<file path="config.mk">
export PLATFORM = sky130hd
export DESIGN_NAME = pong_game_ctrl
export DESIGN_NICKNAME = d
export VERILOG_FILES = /design/src/rtl/pong_game_ctrl.sv
export SDC_FILE = /design/constraint.sdc
export NUM_CORES = 1
export LEC_CHECK = 0
export BUFFER_PORTS_ARGS = -buffer_cell sky130_fd_sc_hd__buf_2
export CORE_UTILIZATION = 65
export DETAILED_ROUTE_END_ITERATION = 16
export GPL_TIMING_DRIVEN = 0
export MAX_ROUTING_LAYER = met4
export PLACE_DENSITY = 0.88
export SYNTH_ARGS = -nofsm -noshare
export SYNTH_HDL_FRONTEND = slang
export SYNTH_SLANG_ARGS = --single-unit
</file>
<file path="constraint.sdc">
create_clock -name clk -period 6.9 [get_ports clk]
set_input_delay 0.69 -clock clk [delete_from_list [all_inputs] [get_ports clk]]
set_output_delay 0.69 -clock clk [all_outputs]
set_load 0.02 [all_outputs]
</file>
<file path="src/rtl/pong_game_ctrl.sv">
// Pong frame-rate game controller.
// Paddles, ball, score and play FSM, updated once per frame in vblank.
module pong_game_ctrl #(
  parameter int H_ACTIVE     = 640,
  parameter int V_ACTIVE     = 480,
  parameter int BALL_SIZE    = 8,
  parameter int PAD_W        = 8,
  parameter int PAD_H        = 64,
  parameter int PAD_L_X      = 16,
  parameter int PAD_R_X      = 616,
  parameter int BALL_SPEED   = 2,
  parameter int PAD_SPEED    = 4,
  parameter int WIN_SCORE    = 9,
  parameter int PAUSE_FRAMES = 60
) (
  input  logic       clk,
  input  logic       rst,
  input  logic       frame_tick,
  input  logic       serve,
  input  logic       up_l,
  input  logic       dn_l,
  input  logic       up_r,
  input  logic       dn_r,
  output logic [9:0] ball_x,
  output logic [9:0] ball_y,
  output logic [9:0] pad_l_y,
  output logic [9:0] pad_r_y,
  output logic [3:0] score_l,
  output logic [3:0] score_r,
  output logic [1:0] game_state,
  output logic       busy
);

  typedef enum logic [1:0] {
    IDLE  = 2'd0,
    PLAY  = 2'd1,
    POINT = 2'd2,
    OVER  = 2'd3
  } state_t;

  localparam logic [9:0] X_C   = 10'((H_ACTIVE - BALL_SIZE) / 2);
  localparam logic [9:0] Y_C   = 10'((V_ACTIVE - BALL_SIZE) / 2);
  localparam logic [9:0] P_C   = 10'((V_ACTIVE - PAD_H) / 2);
  localparam logic [9:0] P_MAX = 10'(V_ACTIVE - PAD_H);
  localparam logic [9:0] P_SPD = 10'(PAD_SPEED);

  localparam logic signed [10:0] B_SPD = 11'(BALL_SPEED);
  localparam logic signed [10:0] Y_MAX = 11'(V_ACTIVE - BALL_SIZE);
  localparam logic signed [10:0] L_HIT = 11'(PAD_L_X + PAD_W);
  localparam logic signed [10:0] R_HIT = 11'(PAD_R_X - BALL_SIZE);
  localparam logic signed [10:0] X_MAX = 11'(H_ACTIVE - BALL_SIZE);
  localparam logic signed [10:0] ZERO  = 11'sd0;

  localparam logic [10:0] B_SZ = 11'(BALL_SIZE);
  localparam logic [10:0] P_HT = 11'(PAD_H);
  localparam logic [3:0]  WIN  = 4'(WIN_SCORE);

  localparam int CW = $clog2(PAUSE_FRAMES + 1);
  localparam logic [CW-1:0] P_LAST = CW'(PAUSE_FRAMES - 1);

  state_t          state;
  logic [1:0]      phase;
  logic            dx;
  logic            dy;
  logic            conc_l;
  logic [CW-1:0]   pause_cnt;

  logic signed [10:0] sx, sy, nx, ny;
  logic [10:0]     ey;
  logic            ovl_l, ovl_r;
  logic [9:0]      bx_n, by_n;
  logic            dx_n, dy_n;
  logic            miss, miss_r;
  logic [3:0]      sl_inc, sr_inc;

  assign game_state = state;

  function automatic logic [9:0] pad_step(
    input logic [9:0] p,
    input logic       up,
    input logic       dn
  );
    logic [9:0] r;
    r = p;
    if (up && !dn)
      r = (p < P_SPD) ? 10'd0 : p - P_SPD;
    else if (dn && !up)
      r = (p > P_MAX - P_SPD) ? P_MAX : p + P_SPD;
    return r;
  endfunction

  // Next ball position, wall and paddle reflections, miss detection.
  always_comb begin
    sx = {1'b0, ball_x};
    sy = {1'b0, ball_y};
    ey = {1'b0, ball_y};
    nx = dx ? sx + B_SPD : sx - B_SPD;
    ny = dy ? sy + B_SPD : sy - B_SPD;
    ovl_l = (ey + B_SZ > {1'b0, pad_l_y}) &&
            (ey < {1'b0, pad_l_y} + P_HT);
    ovl_r = (ey + B_SZ > {1'b0, pad_r_y}) &&
            (ey < {1'b0, pad_r_y} + P_HT);
    by_n = ny[9:0];
    dy_n = dy;
    if (ny <= ZERO) begin
      by_n = 10'd0;
      dy_n = 1'b1;
    end else if (ny >= Y_MAX) begin
      by_n = Y_MAX[9:0];
      dy_n = 1'b0;
    end
    bx_n   = nx[9:0];
    dx_n   = dx;
    miss   = 1'b0;
    miss_r = 1'b0;
    if (!dx) begin
      if (nx <= L_HIT && ovl_l) begin
        bx_n = L_HIT[9:0];
        dx_n = 1'b1;
      end else if (nx <= ZERO) begin
        miss   = 1'b1;
        miss_r = 1'b1;
      end
    end else begin
      if (nx >= R_HIT && ovl_r) begin
        bx_n = R_HIT[9:0];
        dx_n = 1'b0;
      end else if (nx >= X_MAX) begin
        miss = 1'b1;
      end
    end
    sl_inc = (score_l < WIN) ? score_l + 4'd1 : score_l;
    sr_inc = (score_r < WIN) ? score_r + 4'd1 : score_r;
  end

  // Frame sequencer: paddles, then ball/score/FSM, then release busy.
  always_ff @(posedge clk) begin
    if (rst) begin
      state     <= IDLE;
      phase     <= 2'd0;
      busy      <= 1'b0;
      dx        <= 1'b1;
      dy        <= 1'b1;
      conc_l    <= 1'b0;
      pause_cnt <= '0;
      ball_x    <= X_C;
      ball_y    <= Y_C;
      pad_l_y   <= P_C;
      pad_r_y   <= P_C;
      score_l   <= 4'd0;
      score_r   <= 4'd0;
    end else begin
      unique case (1'b1)
        (phase == 2'd0): begin
          if (frame_tick) begin
            phase <= 2'd1;
            busy  <= 1'b1;
            if (state != OVER) begin
              pad_l_y <= pad_step(pad_l_y, up_l, dn_l);
              pad_r_y <= pad_step(pad_r_y, up_r, dn_r);
            end
          end
        end
        (phase == 2'd1): begin
          phase <= 2'd2;
          case (state)
            PLAY: begin
              if (miss) begin
                ball_x    <= X_C;
                ball_y    <= Y_C;
                pause_cnt <= '0;
                conc_l    <= miss_r;
                if (miss_r) begin
                  score_r <= sr_inc;
                  state   <= (sr_inc == WIN) ? OVER : POINT;
                end else begin
                  score_l <= sl_inc;
                  state   <= (sl_inc == WIN) ? OVER : POINT;
                end
              end else begin
                ball_x <= bx_n;
                ball_y <= by_n;
                dx     <= dx_n;
                dy     <= dy_n;
              end
            end
            POINT: begin
              if (pause_cnt == P_LAST) begin
                pause_cnt <= '0;
                state     <= PLAY;
                dx        <= !conc_l;
              end else begin
                pause_cnt <= pause_cnt + 1'b1;
              end
            end
            default: begin
            end
          endcase
        end
        default: begin
          phase <= 2'd0;
          busy  <= 1'b0;
        end
      endcase
      if (serve) begin
        if (state == IDLE) begin
          state <= PLAY;
          dx    <= 1'b1;
          dy    <= 1'b1;
        end else if (state == OVER) begin
          state   <= IDLE;
          score_l <= 4'd0;
          score_r <= 4'd0;
          ball_x  <= X_C;
          ball_y  <= Y_C;
        end
      end
    end
  end

endmodule

</file>
==> impl_results.rst <==
.. list-table::
   :header-rows: 1

   * - Metric
     - Value
   * - Status
     - complete, no violations
   * - CTS tree
     - built
   * - Classification of the worst setup path
     - reg2reg
   * - DP HPWL
     - 10700 um
   * - Part of the Yosys area used for sequential elements
     - 22.2%
   * - Post-route standard cell area excluding fillers
     - 5830 um2
   * - Share of total power in the clock network
     - 36.3%
   * - Total length of routed wires
     - 14100 um
   * - Unrepaired setup endpoints after global routing
     - no
   * - Die height
     - 91.7 um
   * - Input/output buffers
     - 54
   * - Average cell area after synthesis
     - 7.92 um2
   * - Maximum number of pins on one net before global-route repair
     - 13
   * - Worst reg2reg path endpoint
     - ball_x[2]
   * - Startpoint of the worst setup timing path
     - dx
   * - Main synth FF type
     - sky130_fd_sc_hd__dfxtp_1
   * - Hold-fix buffers at CTS
     - 0
   * - Die outline area
     - 8420 um2
   * - Hold violation total from the final report
     - 0
   * - Post-synthesis instance total
     - 661
   * - CTS-repair resized insts
     - 0
   * - Required time of the critical path
     - 7.10 ns
   * - Rows
     - 32
   * - Max-slew violation count
     - 0
   * - Power density relative to cell area
     - 140 nW/um2
   * - Reg power frac
     - 43.2%
   * - Data arrival time of the critical path
     - 3.87 ns
   * - Fraction of final layout cells sized beyond drive strength 1
     - 12.8%
   * - Count of synthesis-stage warnings from yosys
     - 0
   * - Level count of the clock H-tree
     - 3
   * - DR vias
     - 5466
   * - I/O pin count
     - 59
   * - Placer congestion estimate
     - 0.918
   * - Antenna Violating Nets Remaining
     - 0
   * - Switching share of power
     - 33.4%
   * - Clock-pin slew on the worst setup and hold paths
     - 0.07 ns
   * - Time the final worst path needs with I/O delays and setup
     - 3.67 ns
   * - Max cap viols
     - 0
   * - Worst hold endpoint
     - busy
   * - Cell total after placement
     - 820
   * - Most common library cell in the layout ignoring fill and taps
     - sky130_fd_sc_hd__ha_1
   * - Largest clock skew in the final design
     - 0.00876 ns
   * - Top library cells by usage in the layout, fill and taps aside
     - sky130_fd_sc_hd__ha_1, sky130_fd_sc_hd__dfxtp_1, sky130_fd_sc_hd__buf_2
   * - Diode insertion count for antenna repair
     - 0
   * - Cell-internal power
     - 0.544 mW
   * - Critical Path End Type
     - flip-flop
   * - Highest clock rate
     - 0.273 GHz
   * - Number of distinct library cell variants in the gate-level netlist after synthesis
     - 71
   * - Transition time at the pin with the least slew margin
     - 1.38 ns
   * - Total net switching power
     - 0.273 mW
   * - Count of endpoints failing setup in the final report
     - 0
   * - Setup TNS
     - 0 ns
   * - Register-to-Register Setup Slack
     - 3.23 ns
   * - Wire length of the first global-routing pass
     - 23300 um
   * - Reg2reg start
     - dx
   * - Share of total power in combinational logic
     - 20.4%
   * - Critical-path maximum fanout
     - 12
   * - Flop and latch count out of synthesis
     - 58
   * - Startpoint kind of the worst setup timing path
     - flip-flop
   * - Post-route clock period utilization
     - 53.2%
   * - Number of enable flip-flop cells after synthesis
     - 0
   * - Placed cell areas
     - 5640 um2
   * - Overall Global Routing Usage
     - 34.8%
   * - Number of buffers added by the clock tree synthesis step
     - 9
   * - # Post-CTS Setup Buffers
     - 0
   * - Hold Path Depth
     - 2
   * - Post-synthesis to final-layout area growth
     - 11.3%
   * - Length of the first detailed-routing pass in iterations
     - 5
   * - Cell depth of the worst flop-to-flop path
     - 10
   * - Total clock sinks
     - 58
   * - Clk Tree Root Cell
     - sky130_fd_sc_hd__clkbuf_8
   * - Overall power consumption
     - 0.817 mW
   * - Violation count after the first detailed-route iteration
     - 293
   * - Number of nets in the layout
     - 810
   * - Filler-free cell count of the finished design
     - 837
   * - Horizontal extent of the die
     - 91.7 um
   * - Effective utilization at floorplan
     - 67.4%
   * - Number of antenna violations at the first check in global routing
     - 0
   * - P_leak
     - 2.60 nW
   * - Synthesized area
     - 5240 um2
   * - Avg Vias per Cell
     - 6.53
   * - Vias in the first global route
     - 5273
   * - Total core area
     - 7770 um2
   * - Routed WL per cell
     - 16.9 um
   * - Share of flip-flops with an asynchronous set or reset
     - 0%
   * - Class of the tightest hold or removal check
     - reg2reg
   * - Clk buf depth
     - 2
   * - Residual DRC
     - 0
   * - VDD IR-drop max
     - 0.0951 mV
   * - Worst Min Path Start
     - busy
   * - Overflow after GRT
     - 0
   * - Worst hold margin
     - 0.481 ns
   * - Relative slew slack
     - 7.11%
   * - Clock latency at the later pin of the worst-skew pair
     - 0.36 ns
## cell type report
| type | instances | area [um2] |
|---|---|---|
| multi-input cells | 536 | 3800 |
| clock buffers | 10 | 138 |
| flip-flops and latches | 58 | 1160 |
| inverters | 51 | 191 |
| fillers | 622 | 1940 |
| clock inverters | 6 | 41.3 |
| well taps | 102 | 128 |
| repair buffers | 55 | 275 |
| plain buffers | 19 | 88.8 |
## cell families (layout without fill, tap and decap cells)
kind of cell             count (synthesis)  after routing  share of synthesized area [%]
multiplexers                             1              1                          0.191
AND/OR/NAND/NOR                        214            214                           20.8
other                                    1              4                         0.0716
buffers and inverters                   70            141                           5.35
adder cells (fa/ha/maj)                 72             72                           17.5
XOR/XNOR                                27             27                           4.52
flip-flops                              58             58                           22.2
AO/OA/AOI/OAI                          218            218                           29.4
## worst max-delay path by stage
stage / endpoint / slack, ns / cells past startpoint
2_1_floorplan: pause_cnt[2] / 3.79 / 13
3_3_place_gp: pause_cnt[2] / 3.42 / 14
3_5_place_dp: ball_x[2] / 3.30 / 13
4_1_cts: ball_x[2] / 3.27 / 13
5_1_grt: ball_x[2] / 3.03 / 13
6_report: ball_x[2] / 3.23 / 10
## metal layers
layer / up-vias / track usage, % / share of wire [%]
met3: 55 / 4.89 / 5.8
met1: 2561 / 39.0 / 42
met4: 0 / 18.1 / 3.5
met5: - / - / 0
met2: 229 / 60.1 / 49
li1: 2621 / - / -
## registers in the layout, indices dropped and copies added (netlist names)
| signal | count |
|---|---|
| score_l | 4 |
| dy | 1 |
| game_state | 2 |
| pause_cnt | 6 |
| busy | 1 |
| pad_r_y | 8 |
| ball_y | 10 |
| dx | 1 |
| phase | 2 |
| ball_x | 10 |
| pad_l_y | 8 |
| conc_l | 1 |
| score_r | 4 |
## power by group through the flow
stage | Combinational (mW) | Sequential [mW] | Clock (mW)
after floorplan | 0.114 | 0.366 | 0
after global placement | 0.157 | 0.360 | 0
after detailed placement | 0.162 | 0.361 | 0
after CTS | 0.163 | 0.353 | 0.295
after global routing | 0.183 | 0.354 | 0.311
final | 0.167 | 0.353 | 0.297
## synth_stat cells, types with 5 or more instances
cell type                  number  share of area, %
sky130_fd_sc_hd__and3_1        11               1.3
sky130_fd_sc_hd__o21ai_0       36               3.4
sky130_fd_sc_hd__nand4_1        6              0.72
sky130_fd_sc_hd__a221oi_1       5              0.84
sky130_fd_sc_hd__nand2_1       51               3.7
sky130_fd_sc_hd__o22ai_1        7              0.84
sky130_fd_sc_hd__nand3_1       27               2.6
sky130_fd_sc_hd__a21o_1        12               1.7
sky130_fd_sc_hd__a211oi_1      10               1.4
sky130_fd_sc_hd__xnor2_1       23               3.8
sky130_fd_sc_hd__clkbuf_1      13              0.93
sky130_fd_sc_hd__nor2_1        48               3.4
sky130_fd_sc_hd__dfxtp_1       58                22
sky130_fd_sc_hd__ha_1          70                17
sky130_fd_sc_hd__o41ai_1        5              0.84
sky130_fd_sc_hd__nor4_1         6              0.72
sky130_fd_sc_hd__a31oi_1        8              0.96
sky130_fd_sc_hd__nor3_1        18               1.7
sky130_fd_sc_hd__nand2b_1       9               1.1
sky130_fd_sc_hd__o31ai_1       14               2.0
sky130_fd_sc_hd__nor2b_1        8              0.96
sky130_fd_sc_hd__a21oi_1       41               3.9
sky130_fd_sc_hd__inv_1         51               3.7
sky130_fd_sc_hd__a22oi_1       10               1.4
sky130_fd_sc_hd__o211ai_1       6              0.86
sky130_fd_sc_hd__o21a_1         8               1.1
sky130_fd_sc_hd__a211o_1        5              0.84
sky130_fd_sc_hd__or3_1          5              0.60
## metrics by stage
step	worst slack (ns)	utilization, %
2_1_floorplan	3.79	-
3_3_place_gp	3.42	72.7
3_5_place_dp	3.30	72.7
4_1_cts	3.27	75.0
5_1_grt	3.03	75.0
6_report	3.23	75.0
## critical path, stage by stage, from the launching register on
cell	delay, ns
sky130_fd_sc_hd__dfxtp_1	0.54
sky130_fd_sc_hd__inv_1	0.32
sky130_fd_sc_hd__ha_1	0.39
sky130_fd_sc_hd__a211oi_2	0.38
sky130_fd_sc_hd__o21ai_1	0.19
sky130_fd_sc_hd__a21oi_1	0.30
sky130_fd_sc_hd__and3b_1	0.23
sky130_fd_sc_hd__o21ai_2	0.25
sky130_fd_sc_hd__o21ai_2	0.12
sky130_fd_sc_hd__nor3_1	0.54
sky130_fd_sc_hd__o21ai_0	0.25
Note: power is estimated with default switching activity, not from simulation.
